File: src/rtl/decade_pkg.sv
// decade_pkg
//   Shared constants, FSM state type and the one-hot decode helper for the
//   decade phase encoder.
//   DECADE_N   : number of phases produced by the decade counter.
//   PHASE_W    : width of the binary phase index.
//   CO_SPLIT   : highest phase for which the counter holds _co high.
//   LAST_PHASE : phase after which the counter wraps back to 0.
//   PHASE0_VEC : one-hot vector for phase 0 (counter reset value).
package decade_pkg;

  localparam int DECADE_N = 10;
  localparam int PHASE_W  = 4;
  localparam int CO_SPLIT = 4;

  localparam logic [PHASE_W-1:0]  LAST_PHASE = PHASE_W'(DECADE_N - 1);
  localparam logic [DECADE_N-1:0] PHASE0_VEC = DECADE_N'(1);

  typedef enum logic {
    SEEK  = 1'b0,
    TRACK = 1'b1
  } state_t;

  // Returns {legal, index}. legal is set only when exactly one bit is high;
  // index is the position of the highest set bit (meaningful only if legal).
  function automatic logic [PHASE_W:0] onehot_to_index(input logic [DECADE_N-1:0] vec);
    logic [PHASE_W-1:0] idx;
    logic               seen;
    logic               multi;
    idx   = '0;
    seen  = 1'b0;
    multi = 1'b0;
    for (int i = 0; i < DECADE_N; i++) begin
      if (vec[i]) begin
        if (seen) begin
          multi = 1'b1;
        end
        seen = 1'b1;
        idx  = PHASE_W'(i);
      end
    end
    return {seen & ~multi, idx};
  endfunction

endpackage

File: src/rtl/sync_ff.sv
// sync_ff
//   Chain of STAGES flops bringing an asynchronous bus into the i_clk domain.
//   Every stage loads RST_VAL on a synchronous active-low reset.
//   i_clk   : sampling clock (rising edge).
//   i_rst_n : synchronous active-low reset.
//   i_d     : asynchronous input bus.
//   o_q     : synchronised bus, STAGES cycles behind i_d.
module sync_ff #(
  parameter int                WIDTH   = 1,
  parameter int                STAGES  = 2,
  parameter logic [WIDTH-1:0]  RST_VAL = '0
) (
  input  logic             i_clk,
  input  logic             i_rst_n,
  input  logic [WIDTH-1:0] i_d,
  output logic [WIDTH-1:0] o_q
);

  genvar gi;
  generate
    for (gi = 0; gi < STAGES; gi++) begin : g_stage
      logic [WIDTH-1:0] r_q;
      if (gi == 0) begin : g_first
        always_ff @(posedge i_clk) begin
          if (!i_rst_n) begin
            r_q <= RST_VAL;
          end else begin
            r_q <= i_d;
          end
        end
      end else begin : g_chain
        always_ff @(posedge i_clk) begin
          if (!i_rst_n) begin
            r_q <= RST_VAL;
          end else begin
            r_q <= g_stage[gi-1].r_q;
          end
        end
      end
    end
  endgenerate

  assign o_q = g_stage[STAGES-1].r_q;

endmodule

File: src/rtl/decade_phase_encoder.sv
// decade_phase_encoder
//   Receives the decoded one-hot bus of a decade counter, re-encodes it to a
//   binary phase index and checks that the counter behaves legally.
//   cp         : rising-edge clock.
//   _mr        : synchronous active-low master reset.
//   q          : one-hot phase vector (asynchronous to cp).
//   _co        : counter carry-out (asynchronous), high for phases 0..4.
//   clr_err    : synchronous clear of the sticky flags and error counter.
//   phase      : registered phase index 0..9.
//   valid      : phase holds a checked value (tracking).
//   step       : one-cycle pulse when the phase advanced by one (incl. 9->0).
//   wrap       : one-cycle pulse on 9->0 only.
//   resync     : one-cycle pulse on an n->0 jump, n not 0 or 9.
//   err_onehot : sticky, sampled vector was not one-hot.
//   err_seq    : sticky, illegal phase jump.
//   err_co     : sticky, _co disagreed with the phase.
//   err_count  : saturating count of cycles with any error.
module decade_phase_encoder
  import decade_pkg::*;
#(
  parameter int SYNC_STAGES = 2,
  parameter int ERR_W       = 8,
  parameter int LOG         = 0
) (
  input  logic                cp,
  input  logic                _mr,
  input  logic [DECADE_N-1:0] q,
  input  logic                _co,
  input  logic                clr_err,
  output logic [PHASE_W-1:0]  phase,
  output logic                valid,
  output logic                step,
  output logic                wrap,
  output logic                resync,
  output logic                err_onehot,
  output logic                err_seq,
  output logic                err_co,
  output logic [ERR_W-1:0]    err_count
);

  // Out-of-range stage counts are rejected at elaboration. This body has no
  // trace output, so LOG is only checked for a sensible value.
  generate
    if (SYNC_STAGES < 1 || SYNC_STAGES > 3 || LOG < 0) begin : g_bad_param
      $error("decade_phase_encoder: SYNC_STAGES must be 1..3 and LOG non-negative");
    end
  endgenerate

  logic [DECADE_N-1:0] w_q_sync;
  logic                w_co_sync;
  logic [PHASE_W:0]    w_dec;
  logic                w_legal;
  logic [PHASE_W-1:0]  w_cand;
  logic                w_co_ok;

  // Synchronisers reset to the counter's own reset state (phase 0, _co high)
  // so the first decode after reset is a legal phase-0 vector.
  sync_ff #(
    .WIDTH   (DECADE_N),
    .STAGES  (SYNC_STAGES),
    .RST_VAL (PHASE0_VEC)
  ) u_sync_q (
    .i_clk   (cp),
    .i_rst_n (_mr),
    .i_d     (q),
    .o_q     (w_q_sync)
  );

  sync_ff #(
    .WIDTH   (1),
    .STAGES  (SYNC_STAGES),
    .RST_VAL (1'b1)
  ) u_sync_co (
    .i_clk   (cp),
    .i_rst_n (_mr),
    .i_d     (_co),
    .o_q     (w_co_sync)
  );

  assign w_dec   = onehot_to_index(w_q_sync);
  assign w_legal = w_dec[PHASE_W];
  assign w_cand  = w_dec[PHASE_W-1:0];
  assign w_co_ok = (w_co_sync == (w_cand <= PHASE_W'(CO_SPLIT)));

  state_t             r_state;
  logic [PHASE_W-1:0] r_phase;
  logic               r_valid;
  logic               r_step;
  logic               r_wrap;
  logic               r_resync;
  logic               r_err_onehot;
  logic               r_err_seq;
  logic               r_err_co;
  logic [ERR_W-1:0]   r_err_count;

  logic w_ev_oh;
  logic w_ev_seq;
  logic w_ev_co;
  logic w_ev_any;
  logic w_is_step;
  logic w_is_wrap;
  logic w_is_resync;

  // Classify the decoded vector against the last tracked phase. The _co check
  // runs on every legal vector, including the one that locks from SEEK.
  always_comb begin
    w_ev_oh     = ~w_legal;
    w_ev_co     = w_legal & ~w_co_ok;
    w_ev_seq    = 1'b0;
    w_is_step   = 1'b0;
    w_is_wrap   = 1'b0;
    w_is_resync = 1'b0;
    if (r_state == TRACK && w_legal && w_cand != r_phase) begin
      if (r_phase != LAST_PHASE && w_cand == r_phase + PHASE_W'(1)) begin
        w_is_step = 1'b1;
      end else if (r_phase == LAST_PHASE && w_cand == '0) begin
        w_is_step = 1'b1;
        w_is_wrap = 1'b1;
      end else if (w_cand == '0) begin
        w_is_resync = 1'b1;
      end else begin
        w_ev_seq = 1'b1;
      end
    end
    w_ev_any = w_ev_oh | w_ev_seq | w_ev_co;
  end

  always_ff @(posedge cp) begin
    if (!_mr) begin
      r_state      <= SEEK;
      r_phase      <= '0;
      r_valid      <= 1'b0;
      r_step       <= 1'b0;
      r_wrap       <= 1'b0;
      r_resync     <= 1'b0;
      r_err_onehot <= 1'b0;
      r_err_seq    <= 1'b0;
      r_err_co     <= 1'b0;
      r_err_count  <= '0;
    end else begin
      r_step   <= w_is_step;
      r_wrap   <= w_is_wrap;
      r_resync <= w_is_resync;

      case (r_state)
        SEEK: begin
          // Lock silently onto the first legal vector.
          if (w_legal) begin
            r_state <= TRACK;
            r_valid <= 1'b1;
            r_phase <= w_cand;
          end
        end
        TRACK: begin
          // On any loss of lock the last good phase stays on the output.
          if (!w_legal || w_ev_seq) begin
            r_state <= SEEK;
            r_valid <= 1'b0;
          end else begin
            r_phase <= w_cand;
          end
        end
        default: begin
          r_state <= SEEK;
          r_valid <= 1'b0;
        end
      endcase

      // A new error in the clearing cycle survives the clear.
      if (clr_err) begin
        r_err_onehot <= w_ev_oh;
        r_err_seq    <= w_ev_seq;
        r_err_co     <= w_ev_co;
        r_err_count  <= w_ev_any ? ERR_W'(1) : '0;
      end else begin
        r_err_onehot <= r_err_onehot | w_ev_oh;
        r_err_seq    <= r_err_seq | w_ev_seq;
        r_err_co     <= r_err_co | w_ev_co;
        if (w_ev_any && r_err_count != '1) begin
          r_err_count <= r_err_count + ERR_W'(1);
        end
      end
    end
  end

  assign phase      = r_phase;
  assign valid      = r_valid;
  assign step       = r_step;
  assign wrap       = r_wrap;
  assign resync     = r_resync;
  assign err_onehot = r_err_onehot;
  assign err_seq    = r_err_seq;
  assign err_co     = r_err_co;
  assign err_count  = r_err_count;

endmodule
File: config.mk
export PLATFORM = sky130hd
export DESIGN_NAME = decade_phase_encoder
export DESIGN_NICKNAME = d
export VERILOG_FILES = /design/src/rtl/decade_pkg.sv /design/src/rtl/sync_ff.sv /design/src/rtl/decade_phase_encoder.sv
export SDC_FILE = /design/constraint.sdc
export NUM_CORES = 1
export LEC_CHECK = 0
export CORE_ASPECT_RATIO = 0.9
export CORE_MARGIN = 5
export CORE_UTILIZATION = 50
export DETAILED_ROUTE_END_ITERATION = 16
export MAX_ROUTING_LAYER = met4
export PLACE_DENSITY = 0.85
export SLEW_MARGIN = 20
export SYNTH_ARGS = -nofsm -noshare
export SYNTH_HDL_FRONTEND = slang
export SYNTH_SLANG_ARGS = --single-unit
File: constraint.sdc
create_clock -name cp -period 3.79 [get_ports cp]
set_input_delay 1.137 -clock cp [delete_from_list [all_inputs] [get_ports cp]]
set_output_delay 1.137 -clock cp [all_outputs]
set_load 0.01 [all_outputs]
Word-level counts from Yosys, hierarchy flattened
Cells that the tools add are included.

operators by class
  $add $sub $neg = 2
  $lt $le $gt $ge = 1
  eq/ne operators = 9
  multiplexer cells = 59
  bitwise operators = 13
  reduce and logical (&&, ||, !) cells = 14

operators by type and width
  kind                                                                              number
  1-bit 2-to-1 mux                                                                  44
  4-bit 2-to-1 mux                                                                  10
  8-bit 2-to-1 mux                                                                  2
  8-bit by 1-bit adder with 8-bit output, second input constant                     1
  8-bit != test, second input constant                                              1
  4-bit one-hot mux with 2 select lines                                             1
  1-bit NOT                                                                         6
  2-bit AND reduction                                                               3
  1-bit logical AND                                                                 5
  1-bit bitwise OR                                                                  5
  4-bit by 1-bit adder with 4-bit output, second input constant                     1
  4-bit == test                                                                     1
  4-bit == test, second input constant                                              1
  4-bit by 3-bit less-or-equal comparator with 1-bit output, second input constant  1
  4-bit zero test                                                                   1
  2-bit != test, second input constant                                              2
  4-bit != test                                                                     1
  4-bit != test, second input constant                                              1
  1-bit one-hot mux with 2 select lines                                             2
  4-bit OR reduction                                                                1
  3-bit OR reduction                                                                1
  1-bit bitwise AND                                                                 2
  2-bit by 1-bit != test with 1-bit output, second input constant                   1
  2-bit nonzero test                                                                1
  3 further kinds                                                                   3

word-level totals
  bits in registers = 42
  bits of input ports = 14
  output and inout bits = 19
  word-level logic and storage cells = 112

Depth between registers and ports, before layout
  depth in word-level cells = 29
  gate-level depth with buffers = 11
  gate-level depth less buffers = 9

Modules after synthesis
From an unflattened synthesis, not the netlist that was laid out.

second synthesis, totals
  cells, all modules = 219
  area total of the unflattened synthesis = 1944.4 µm²

by module, submodules not included
  module                times used  cells an instance  area an instance (µm²)  seq. area each (µm²)
  decade_phase_encoder  1           173                1353.8                  400.4
  sync_ff at u_sync_q   1           42                 538.0                   400.4
  sync_ff at u_sync_co  1           4                  52.6                    40.0

Worst setup path before layout
No wires, ideal clock.

  path type = register to register
  start point = register u_sync_q.g_stage[1].r_q[6], in the netlist u_sync_q.o_q[6]
  end point = register r_err_count[0], in the netlist err_count[0]
  setup time = 0.073 ns
  arrival time = 2.626 ns
  required time = 3.717 ns
  slack = 1.091 ns
  stages on the path, launching flop included = 11
  path buffers = 2
  clock period less this slack = 2.699 ns
  cells stage by stage = dfxtp_1 buf_6 or4_1 buf_4 xnor2_1 or4_1 a31o_1 o2111ai_4 a31oi_4 or3_1 a21oi_1

on the way
  word-level cells in the longest chain between the ends = 16
  elaborated cells on any way between the ends = 39
  those cells by class = order compare (1); eq/ne (3); mux (21); bitwise (7); reduce/logical (7)

RTL lines
  element                                                 line                                                      RTL
  start, declared                                         sync_ff.sv:22                                             logic [WIDTH-1:0] r_q;
  start signal, assigned                                  sync_ff.sv:36                                             r_q <= g_stage[gi-1].r_q;
  1-bit 2-to-1 mux                                        decade_pkg.sv:33                                          if (vec[i]) begin
  1-bit 2-to-1 mux                                        decade_pkg.sv:34                                          if (seen) begin
  1-bit 2-to-1 mux                                        decade_pkg.sv:33
  1-bit 2-to-1 mux                                        decade_pkg.sv:34
  1-bit 2-to-1 mux                                        decade_pkg.sv:33
  1-bit 2-to-1 mux                                        decade_pkg.sv:34
  1-bit 2-to-1 mux                                        decade_pkg.sv:33
  1-bit NOT                                               decade_pkg.sv:41                                          return {seen & ~multi, idx};
  1-bit bitwise AND                                       decade_pkg.sv:41
  1-bit logical AND (2 in series)                         decade_phase_encoder.sv:113                               if (r_state == TRACK && w_legal && w_cand != r_phase) begin
  1-bit 2-to-1 mux                                        decade_phase_encoder.sv:113
  1-bit bitwise OR                                        decade_phase_encoder.sv:125                               w_ev_any = w_ev_oh | w_ev_seq | w_ev_co;
  1-bit bitwise OR *                                      decade_phase_encoder.sv:125
  1-bit 2-to-1 mux or 1-bit logical AND (tied branches)   decade_phase_encoder.sv:174, decade_phase_encoder.sv:179
  8-bit 2-to-1 mux or 2-bit nonzero test (tied branches)  --
  end signal, assigned                                    decade_phase_encoder.sv:174                               r_err_count <= w_ev_any ? ERR_W'(1) : '0;
  end signal, assigned                                    decade_phase_encoder.sv:180                               r_err_count <= r_err_count + ERR_W'(1);
  end, declared                                           decade_phase_encoder.sv:94                                logic [ERR_W-1:0] r_err_count;

Every way passes the cells marked *; elsewhere a longest branch is shown, timed or not.
A chain may end at the register's enable or synchronous reset.

Worst setup path in the final report
  start point = register u_sync_q.g_stage[1].r_q[4], in the netlist u_sync_q.o_q[4]
  end point = register r_err_count[0], in the netlist err_count[0]

on the way
  word-level cells in the longest chain between the ends = 20
  elaborated cells on any way between the ends = 47
  those cells by class = order compare (1); eq/ne (3); mux (29); bitwise (7); reduce/logical (7)

RTL lines
  element                                                 line
  1-bit 2-to-1 mux                                        decade_pkg.sv:33
  1-bit 2-to-1 mux                                        decade_pkg.sv:34
  1-bit 2-to-1 mux                                        decade_pkg.sv:33
  1-bit 2-to-1 mux                                        decade_pkg.sv:34
  1-bit 2-to-1 mux                                        decade_pkg.sv:33
  1-bit 2-to-1 mux                                        decade_pkg.sv:34
  1-bit 2-to-1 mux                                        decade_pkg.sv:33
  1-bit 2-to-1 mux                                        decade_pkg.sv:34
  [3 not listed]                                          --
  1-bit NOT                                               decade_pkg.sv:41
  1-bit bitwise AND                                       decade_pkg.sv:41
  1-bit logical AND (2 in series)                         decade_phase_encoder.sv:113
  1-bit 2-to-1 mux                                        decade_phase_encoder.sv:113
  1-bit bitwise OR                                        decade_phase_encoder.sv:125
  1-bit bitwise OR *                                      decade_phase_encoder.sv:125
  1-bit 2-to-1 mux or 1-bit logical AND (tied branches)   decade_phase_encoder.sv:174, decade_phase_encoder.sv:179
  8-bit 2-to-1 mux or 2-bit nonzero test (tied branches)  --

Marks and branches as above.

==> flow_metrics.py <==
metrics = {
    "outcome": {
        "status": "finished clean",
    },
    "route": {
        "wire_per_inst_um": 12.5,
        "routed_via_density": 5.35,
        "via_count": 1562,
        "wl_um": 3660,
        "ant_nets": 0,
        "drt_pass1_iterations": 6,
        "drc": 0,
        "drt_iter0_markers": 59,
    },
    "die": {
        "die_width_um": 75.6,
        "core-area_mm2": 0.00373,
        "io_pins": 33,
        "die_h_um": 69.0,
        "start_util_pct": 51.9,
        "fp.dieArea_mm2": 0.00522,
        "rows": 21,
    },
    "cells_and_area": {
        "areaGrowthSynthToFinish_pct": 22.3,
        "diodes": 0,
        "fin_area_mm2": 0.00237,
        "final_util_pct": 63.4,
        "final_layout_size_suffix_gt1_share_pct": 6.10,
        "nets": 263,
    },
    "synthesis": {
        "synth-xor-area-share_pct": 1.81,
        "synthMuxAreaShare_pct": 1.03,
        "synth_area_leaders": "dfxtp_1 43%, and2_1 6.5%, nor2_1 4.1%",
        "ys_types": 51,
        "ys_ff_latch": 42,
        "synth_compound_area_share_pct": 17.5,
        "syn_inst": 216,
        "synthSimpleGateAreaFrac_pct": 28.6,
        "syn_avg_cell_area_um2": 8.96,
        "yosysTopAreaCell": "dfxtp_1",
        "synth_top_family_by_area": "simple AND/OR/NAND/NOR gates",
        "yosysTopAreaCellShare_pct": 43.4,
        "synthesis.nets": 233,
        "synth-async-reset-ratio_pct": 0,
        "synth_edf_count": 0,
        "yosysMostFrequentCell": "dfxtp_1",
        "synth_ff_type": "dfxtp_1",
        "ys_seq_area_share_pct": 43.4,
        "ys_warn_count": 0,
        "synth_area_mm2": 0.00194,
        "synth_fa_ha_area_share_pct": 2.46,
        "synthTopCellsByCount": "42 x dfxtp_1, 21 x nor2_1, 20 x and2_1",
    },
    "worst_setup_path": {
        "path_class": "reg2reg",
        "required_ns": 4.00,
        "cp.arrival_ns": 3.17,
        "critPathCaptureType": "register",
        "cp_max_fo": 13,
        "startpoint_type": "register",
    },
    "global_route": {
        "grt_usage_pct": 14.7,
        "grt_pass1_vias": 1399,
        "grt_pass1_wl_um": 6040,
        "grt_antenna_before_repair": 0,
        "grt_max_degree": 29,
        "grt_overflow": 0,
    },
    "clock_tree": {
        "h-tree-depth": 2,
        "postCtsSetupBuffers": 0,
        "cts_tree": "done",
        "clockBufferDepth": 2,
        "cts_resized": 0,
        "cts_num_sinks": 42,
        "ctsHoldBuffers": 0,
        "insertion_delay_ns": 0.28,
        "root_buffer": "clkbuf_8",
        "cts.clk_slew.worst_paths_ns": 0.07,
        "cts_buffers": 5,
    },
    "sta": {
        "period_needed_ns": 2.96,
        "fin_crit_sh_pct": 78.2,
        "fin_worst_skew_ns": 0.00618,
        "tightest_slew_ns": 0.656,
        "finalMaxSlewViolations": 0,
        "fmax_ghz": 0.337,
        "max-slew-margin-rel_pct": 56.0,
        "rsz0062_at_grt": "no",
        "fin_setup_tns_ns": 0,
        "setup_violations": 0,
        "hold_violations": 0,
    },
    "placement": {
        "dp_hpwl_um": 2640,
        "portBuffers": 32,
        "globalplace.congestion": 0.880,
        "placed_area_mm2": 0.00225,
    },
    "power": {
        "power.share.clock_pct": 34.4,
        "internal-power_mw": 0.759,
        "ir_worst_vdd_uv": 257,
        "p_sw_share_pct": 24.6,
        "finalPower_mw": 1.01,
        "powerDensity_mw_per_mm2": 426,
        "seqPwrFrac_pct": 48.5,
        "power_switching_mw": 0.248,
        "power_frac_comb_pct": 17.1,
        "p_leak_nw": 0.895,
    },
    "min_path": {
        "hp-class": "reg2reg",
    },
    "run": {
        "drv_cap": 0,
    },
}
## cells in the final DEF (no fill, tap or decap), types with 2 or more instances in the layout
| cell | n |
|---|---|
| nor4_1 | 2 |
| a21o_1 | 2 |
| o21ai_0 | 4 |
| and3_1 | 3 |
| and2_1 | 20 |
| nor2b_1 | 3 |
| nand2_1 | 11 |
| nand2b_1 | 9 |
| nor2_1 | 21 |
| o22ai_1 | 2 |
| dfxtp_1 | 42 |
| nand4_1 | 5 |
| nor3b_1 | 2 |
| xnor2_1 | 4 |
| nand3_1 | 7 |
| o211ai_1 | 2 |
| clkdlybuf4s50_1 | 32 |
| or3_1 | 4 |
| inv_1 | 8 |
| mux2i_1 | 2 |
| or4_1 | 2 |
| or2_2 | 3 |
| a211oi_1 | 3 |
| ha_1 | 3 |
| clkbuf_8 | 6 |
| nor3_1 | 5 |
| a211o_1 | 2 |
| a21oi_1 | 11 |
| a31o_1 | 4 |
## power by group through the flow
stage / Clock (mW) / Combinational (mW) / Sequential [mW]
after floorplan: 0 / 0.122 / 0.496
after global placement: 0 / 0.168 / 0.498
after detailed placement: 0 / 0.172 / 0.498
after CTS: 0.354 / 0.173 / 0.488
after global routing: 0.372 / 0.189 / 0.493
final: 0.347 / 0.172 / 0.489
## cells by family after synthesis
group           count (synthesis)
flops                          42
buf+inv                        19
simple gates                  102
xor+xnor                        4
compound gates                 43
mux                             2
fa+ha+maj                       4
## final cells by class
| type | count | area, µm² |
|---|---|---|
| clock buffer | 6 | 82.6 |
| clock inverter | 1 | 30.0 |
| fill | 327 | 1360 |
| inverter | 9 | 33.8 |
| multi-input combinational | 155 | 995 |
| sequential | 42 | 841 |
| tap | 46 | 57.6 |
| timing repair buffer | 33 | 328 |
## critical path, stage by stage (launching register included)
cell and delay [ns]:
dfxtp_1 0.36, or4_1 0.64, xnor2_1 0.16, or4_1 0.39, a31o_1 0.26, o2111ai_4 0.33
a31oi_4 0.23, or3_1 0.37, a21oi_1 0.15
## final timing paths
check | endpoint | cells after the start | start | slack (ns)
max reg2reg | err_count[0]$_SDFFE_PN0P_ | 8 | u_sync_q.o_q[4]$_SDFF_PN0_ | 0.83
min | u_sync_q.o_q[0]$_SDFF_PN1_ | 1 | u_sync_q.g_stage[0].r_q[0]$_SDFF_PN1_ | 0.42
max | err_count[0]$_SDFFE_PN0P_ | 8 | u_sync_q.o_q[4]$_SDFF_PN0_ | 0.83
min reg2reg | u_sync_q.o_q[0]$_SDFF_PN1_ | 1 | u_sync_q.g_stage[0].r_q[0]$_SDFF_PN1_ | 0.42
## flip-flops by register name, indices dropped and copies added, names as in the netlist
register	count
err_co	1
err_count	8
err_onehot	1
err_seq	1
phase	4
r_state	1
resync	1
step	1
u_sync_co.g_stage.r_q	1
u_sync_co.o_q	1
u_sync_q.g_stage.r_q	10
u_sync_q.o_q	10
valid	1
wrap	1
## routing by layer
layer	up-vias	GRT usage (%)	share of wire (%)
met5	-	-	0
met4	0	7.38	1.9
met1	701	19.0	48
met3	6	3.78	4.5
li1	816	-	-
met2	39	21.0	46
## per-stage QoR
stage / hold WS [ns] / std cells / worst slack (ns)
CTS: 0.425 / 292 / 0.832
detailed placement: 0.397 / 285 / 0.844
global placement: 0.389 / 285 / 0.931
floorplan: 0.386 / 216 / 1.09
finish: 0.416 / 292 / 0.827
global route: 0.438 / 292 / 0.651
(Power assumes the default switching activity.)
==> patch 1 (config.mk and constraints unchanged) <==
Make the reset (`i_rst_n`) asynchronous in 2 clocked blocks. Comments in the files are not updated.
--- a/src/rtl/sync_ff.sv
+++ b/src/rtl/sync_ff.sv
@@ -23,3 +23,3 @@
       if (gi == 0) begin : g_first
-        always_ff @(posedge i_clk) begin
+        always_ff @(posedge i_clk or negedge i_rst_n) begin
           if (!i_rst_n) begin
@@ -31,3 +31,3 @@
       end else begin : g_chain
-        always_ff @(posedge i_clk) begin
+        always_ff @(posedge i_clk or negedge i_rst_n) begin
           if (!i_rst_n) begin
Check against the original RTL: no difference found for any inputs over 10 cycles, from zero or initial values; that may be too few to reach the edited logic, so the function may still have changed.
==> patch 1 against the original RTL <==
- sequential cell count did not move
- synthesized area fell by 4.3%
- maximum frequency rose by 12%
- largest cell class is now sequential cells
- highest routed layer unchanged
- final area fell by 1.8%
- setup slack improved by 320 ps
- synthesized cell count fell by 13%
- routed wire length rose by 0.90%
Power is not compared: it rests on default switching activity, and its combinational part moved more than twofold at a synthesized area within 25%.
==> patch 1: results (changes against the original RTL) <==
outcome complete, no violations; ys async rst share 0.5238 (+0.5238); number of global-route vias before repair 1317 (-5.9%); fraction of the mapped netlist area in adder cells 0.02568 (+0.001112); Clock Pin Slew Worst Setup and Hold Paths 90 ps (+20 ps); GRT Resource Usage Total 0.1564 (+0.009154); Distinct cells, synth 49 (-3.9%); routability congestion estimate 0.8861 (+0.72%); sequential element share of the synthesized area 0.5162 (+0.08183); Layout Nets 240 (-8.7%); Slew Limit Headroom 0.5306 (-0.02935); Compound-Gate Fraction of Synth Area 0.1764 (+0.001174); Placed Area 2207 µm² (-2.1%); post-DP HPWL 2722 µm (+3.1%); Post-synth top cells 20 x dfxtp_1, 19 x nor2_1, 18 x dfrtp_1; largest net degree at the start of global routing 27 (-6.9%); r2r setup slk 1150 ps (+320 ps); Synth area leaders dfrtp_1 24%, dfxtp_1 22%, dfstp_2 5.7%; crit path from phase[0]; Crit path max-delay family compound AO/OA/AOI/OAI gates; initial antenna violation count 0 (unchanged); mux share of post-synthesis cell area 0.005405 (-0.004937); slowest CP cell o31ai_2; wirelength, routed 3691 µm (+0.90%); largest fanout on the critical path 10 (-3); Worst setup endpoint phase[0]; layout cells sized above 1 0.08482 (+0.02385); First DRT Iteration DRCs 104 (+76%); first-pass GRT wire length 5830 µm (-3.4%); Net Count, Synth 205 (-12%); detail-routed via count per cell 5.559 (+3.9%); CP Data Arrival Time 2840 ps (-330 ps); drt first pass iters 4 (-2); fraction of synthesized cell area in xor and xnor cells 0.02365 (+0.005549); FILL cells 303 (-7.3%); commonest non-fill, non-tap cell in the layout clkdlybuf4s50_1
==> patch 1: logic make-up after synthesis <==
family                   Yosys count
AO/OA/AOI/OAI                     46
XOR/XNOR                           5
adder cells (fa/ha/maj)            4
buffers and inverters             14
flip-flops                        42
multiplexers                       1
AND/OR/NAND/NOR                   76
==> patch 1: cell type report <==
| cell class | count | area share |
|---|---|---|
| multi-input cells | 132 | 0.3579 |
| inverters | 9 | 0.01453 |
| clock inverters | 3 | 0.02099 |
| clock buffers | 5 | 0.02960 |
| well taps | 46 | 0.02476 |
| flip-flops and latches | 42 | 0.4112 |
| repair buffers | 33 | 0.1410 |
==> patch 1: worst min-delay path by stage <==
stage                                     startpoint               to  slack (ps)  cells past startpoint
after floorplan           u_sync_q.g_stage[0].r_q[1]  u_sync_q.o_q[1]         330                      0
after global placement    u_sync_q.g_stage[0].r_q[3]  u_sync_q.o_q[3]         330                      0
after CTS                 u_sync_q.g_stage[0].r_q[9]  u_sync_q.o_q[9]         350                      0
after detailed placement  u_sync_q.g_stage[0].r_q[9]  u_sync_q.o_q[9]         340                      0
after global routing      u_sync_q.g_stage[0].r_q[5]  u_sync_q.o_q[5]         360                      0
final                     u_sync_q.g_stage[0].r_q[9]  u_sync_q.o_q[9]         340                      0
==> patch 1: layer usage <==
metal / global-route usage / up-vias / wire (µm)
li1: - / 758 / -
met1: 0.1924 / 690 / 1702
met2: 0.2467 / 47 / 1697
met3: 0.03571 / 6 / 209
met4: 0.06787 / 0 / 81
met5: - / - / 0
==> patch 1: worst register-to-register path: cells and delay by family (launching register included) <==
family | cells | cell delay, ps
AND/OR/NAND/NOR | 2 | 450
AO/OA/AOI/OAI | 4 | 1250
adder cells (fa/ha/maj) | 1 | 230
flip-flops | 1 | 540
XOR/XNOR | 1 | 100
==> patch 1: per-stage QoR <==
step	setup slack [ps]	instances	util	hold slack [ps]
after global routing	899.2	270	0.6365	356.2
after CTS	1184	270	0.6365	348.3
after floorplan	1386	188	-	331.2
after global placement	1101	262	0.6043	332.0
final	1148	270	0.6365	344.1
after detailed placement	1060	262	0.6043	335.5
==> patch 1: power by group through the flow <==
| stage | Combinational, W | Sequential [W] | Clock [W] |
|---|---|---|---|
| 2_1_floorplan | 0.0000335 | 0.000479 | 0 |
| 3_5_place_dp | 0.0000605 | 0.000483 | 0 |
| 5_1_grt | 0.0000666 | 0.000477 | 0.000384 |
| 6_report | 0.0000604 | 0.000474 | 0.000363 |
| 3_3_place_gp | 0.0000591 | 0.000483 | 0 |
| 4_1_cts | 0.0000607 | 0.000474 | 0.000371 |
==> patch 2 (same settings) <==
Without the edit above. The parameter `SYNC_STAGES` goes from 2 to 1.
--- a/src/rtl/decade_phase_encoder.sv
+++ b/src/rtl/decade_phase_encoder.sv
@@ -20,3 +20,3 @@
 #(
-  parameter int SYNC_STAGES = 2,
+  parameter int SYNC_STAGES = 1,
   parameter int ERR_W       = 8,
Function: changed (a bounded check fails within 4 cycles, from zero or initial values).
==> patch 2 against the original RTL <==
- setup slack worse by 30 ps
- routed wire length up 2.2%
- final area down 11%
- synthesized area down 15%
- clock skew down 1.6 ps
- sequential cell count down 11
- power down 18%
- count of clock-buffer cells in the layout unchanged
- global-route usage up 2.4 points
- critical path type unchanged
- critical endpoint is now err_count[3]
- largest cell class unchanged
- largest power group unchanged
==> patch 2: results (changes against the original RTL) <==
outcome complete, no violations; first-pass GRT wire length 6030 µm (-0.12%); Worst Tran Pin Value 959.8 ps (+303.7 ps); post-DP HPWL 2643 µm (about the same); FILL cells 268 (-18%); hold path startpoint err_seq; Crit path max-delay family compound AO/OA/AOI/OAI gates; detail-routed via count per cell 5.703 (+6.6%); layout cells sized above 1 0.07692 (+0.01595); Clock Power 0.000332 W (-4%); wirelength, routed 3739 µm (+2.2%); drt first pass iters 5 (-1); Gate power share 0.157 (-0.014); met2 GRT Util 0.2500 (+0.04003); met1 Use GR 0.2172 (+0.02705); routability congestion estimate 0.8801 (about the same); largest net degree at the start of global routing 16 (-45%); First DRT Iteration DRCs 94 (+59%); Distinct cells, synth 54 (+5.9%); sequential element share of the synthesized area 0.3783 (-0.05605); metal3 WL 279 µm (+70%); Clock Skews 4.568 ps (-1.610 ps); slowest CP cell o31ai_2; Worst R2R Path Depth 7 (-1); mux share of post-synthesis cell area 0.006102 (-0.004240); Layout Nets 237 (-9.9%); Worst Hold Depth 2 (+1); DR WL met2 1643 µm (-2.0%); Placed Cells 255 (-11%); r2r setup slk 800 ps (-30 ps); largest fanout on the critical path 15 (+2); Net Count, Synth 206 (-12%); Compound-Gate Fraction of Synth Area 0.2166 (+0.04145); WHS 475.0 ps (+59.38 ps); routed len/inst 14.22 µm (+13%); GRT Resource Usage Total 0.1717 (+0.02438); switching pwr 0.0002036 W (-18%); Synth area leaders dfxtp_1 38%, and2_1 4.2%, a21oi_1 3.1%; slowest stage delay, CP 830 ps (+190 ps); fraction of the mapped netlist area in adder cells 0.02899 (+0.004422); Post-Syn Instances 189 (-13%); Met1 Routed Length 1769 µm (+1.3%); P per Cell Area 391.9 nW/µm² (-7.9%); Hold Path Sink err_seq; Max VDD drop 261.8 µV (+2.0%); number of global-route vias before repair 1330 (-4.9%); M3 GR Usage 0.06583 (+0.02804); fraction of synthesized cell area in xor and xnor cells 0.02670 (+0.008598)
patch 2: cell count changes in the layout (fill, tap and decap cells not counted), sizes merged, moves of 3 or more:
cell   delta
a31o      -4
a41o      +4
and2      -9
dfxtp    -11
nor2      -8
nor2b     +3
o31ai     +3
or2       -3
or3       -3
patch 2: stage by stage:
step	cell area (µm²)	setup slack, ps
2_1_floorplan	1640	1332
3_3_place_gp	1978	998.6
3_5_place_dp	1978	907.9
4_1_cts	2096	856.2
5_1_grt	2096	616.9
6_report	2096	796.3
patch 2: cell type report:
cell class,count,area [µm²],share of cell area
Clock buffer,6,82.58,0.03940
Clock inverter,2,35.03,0.01672
Inverter,6,22.52,0.01075
Multi-Input combinational cell,143,954.7,0.4555
Sequential cell,31,620.6,0.2961
Tap cell,42,52.55,0.02507
Timing Repair Buffer,33,327.8,0.1564
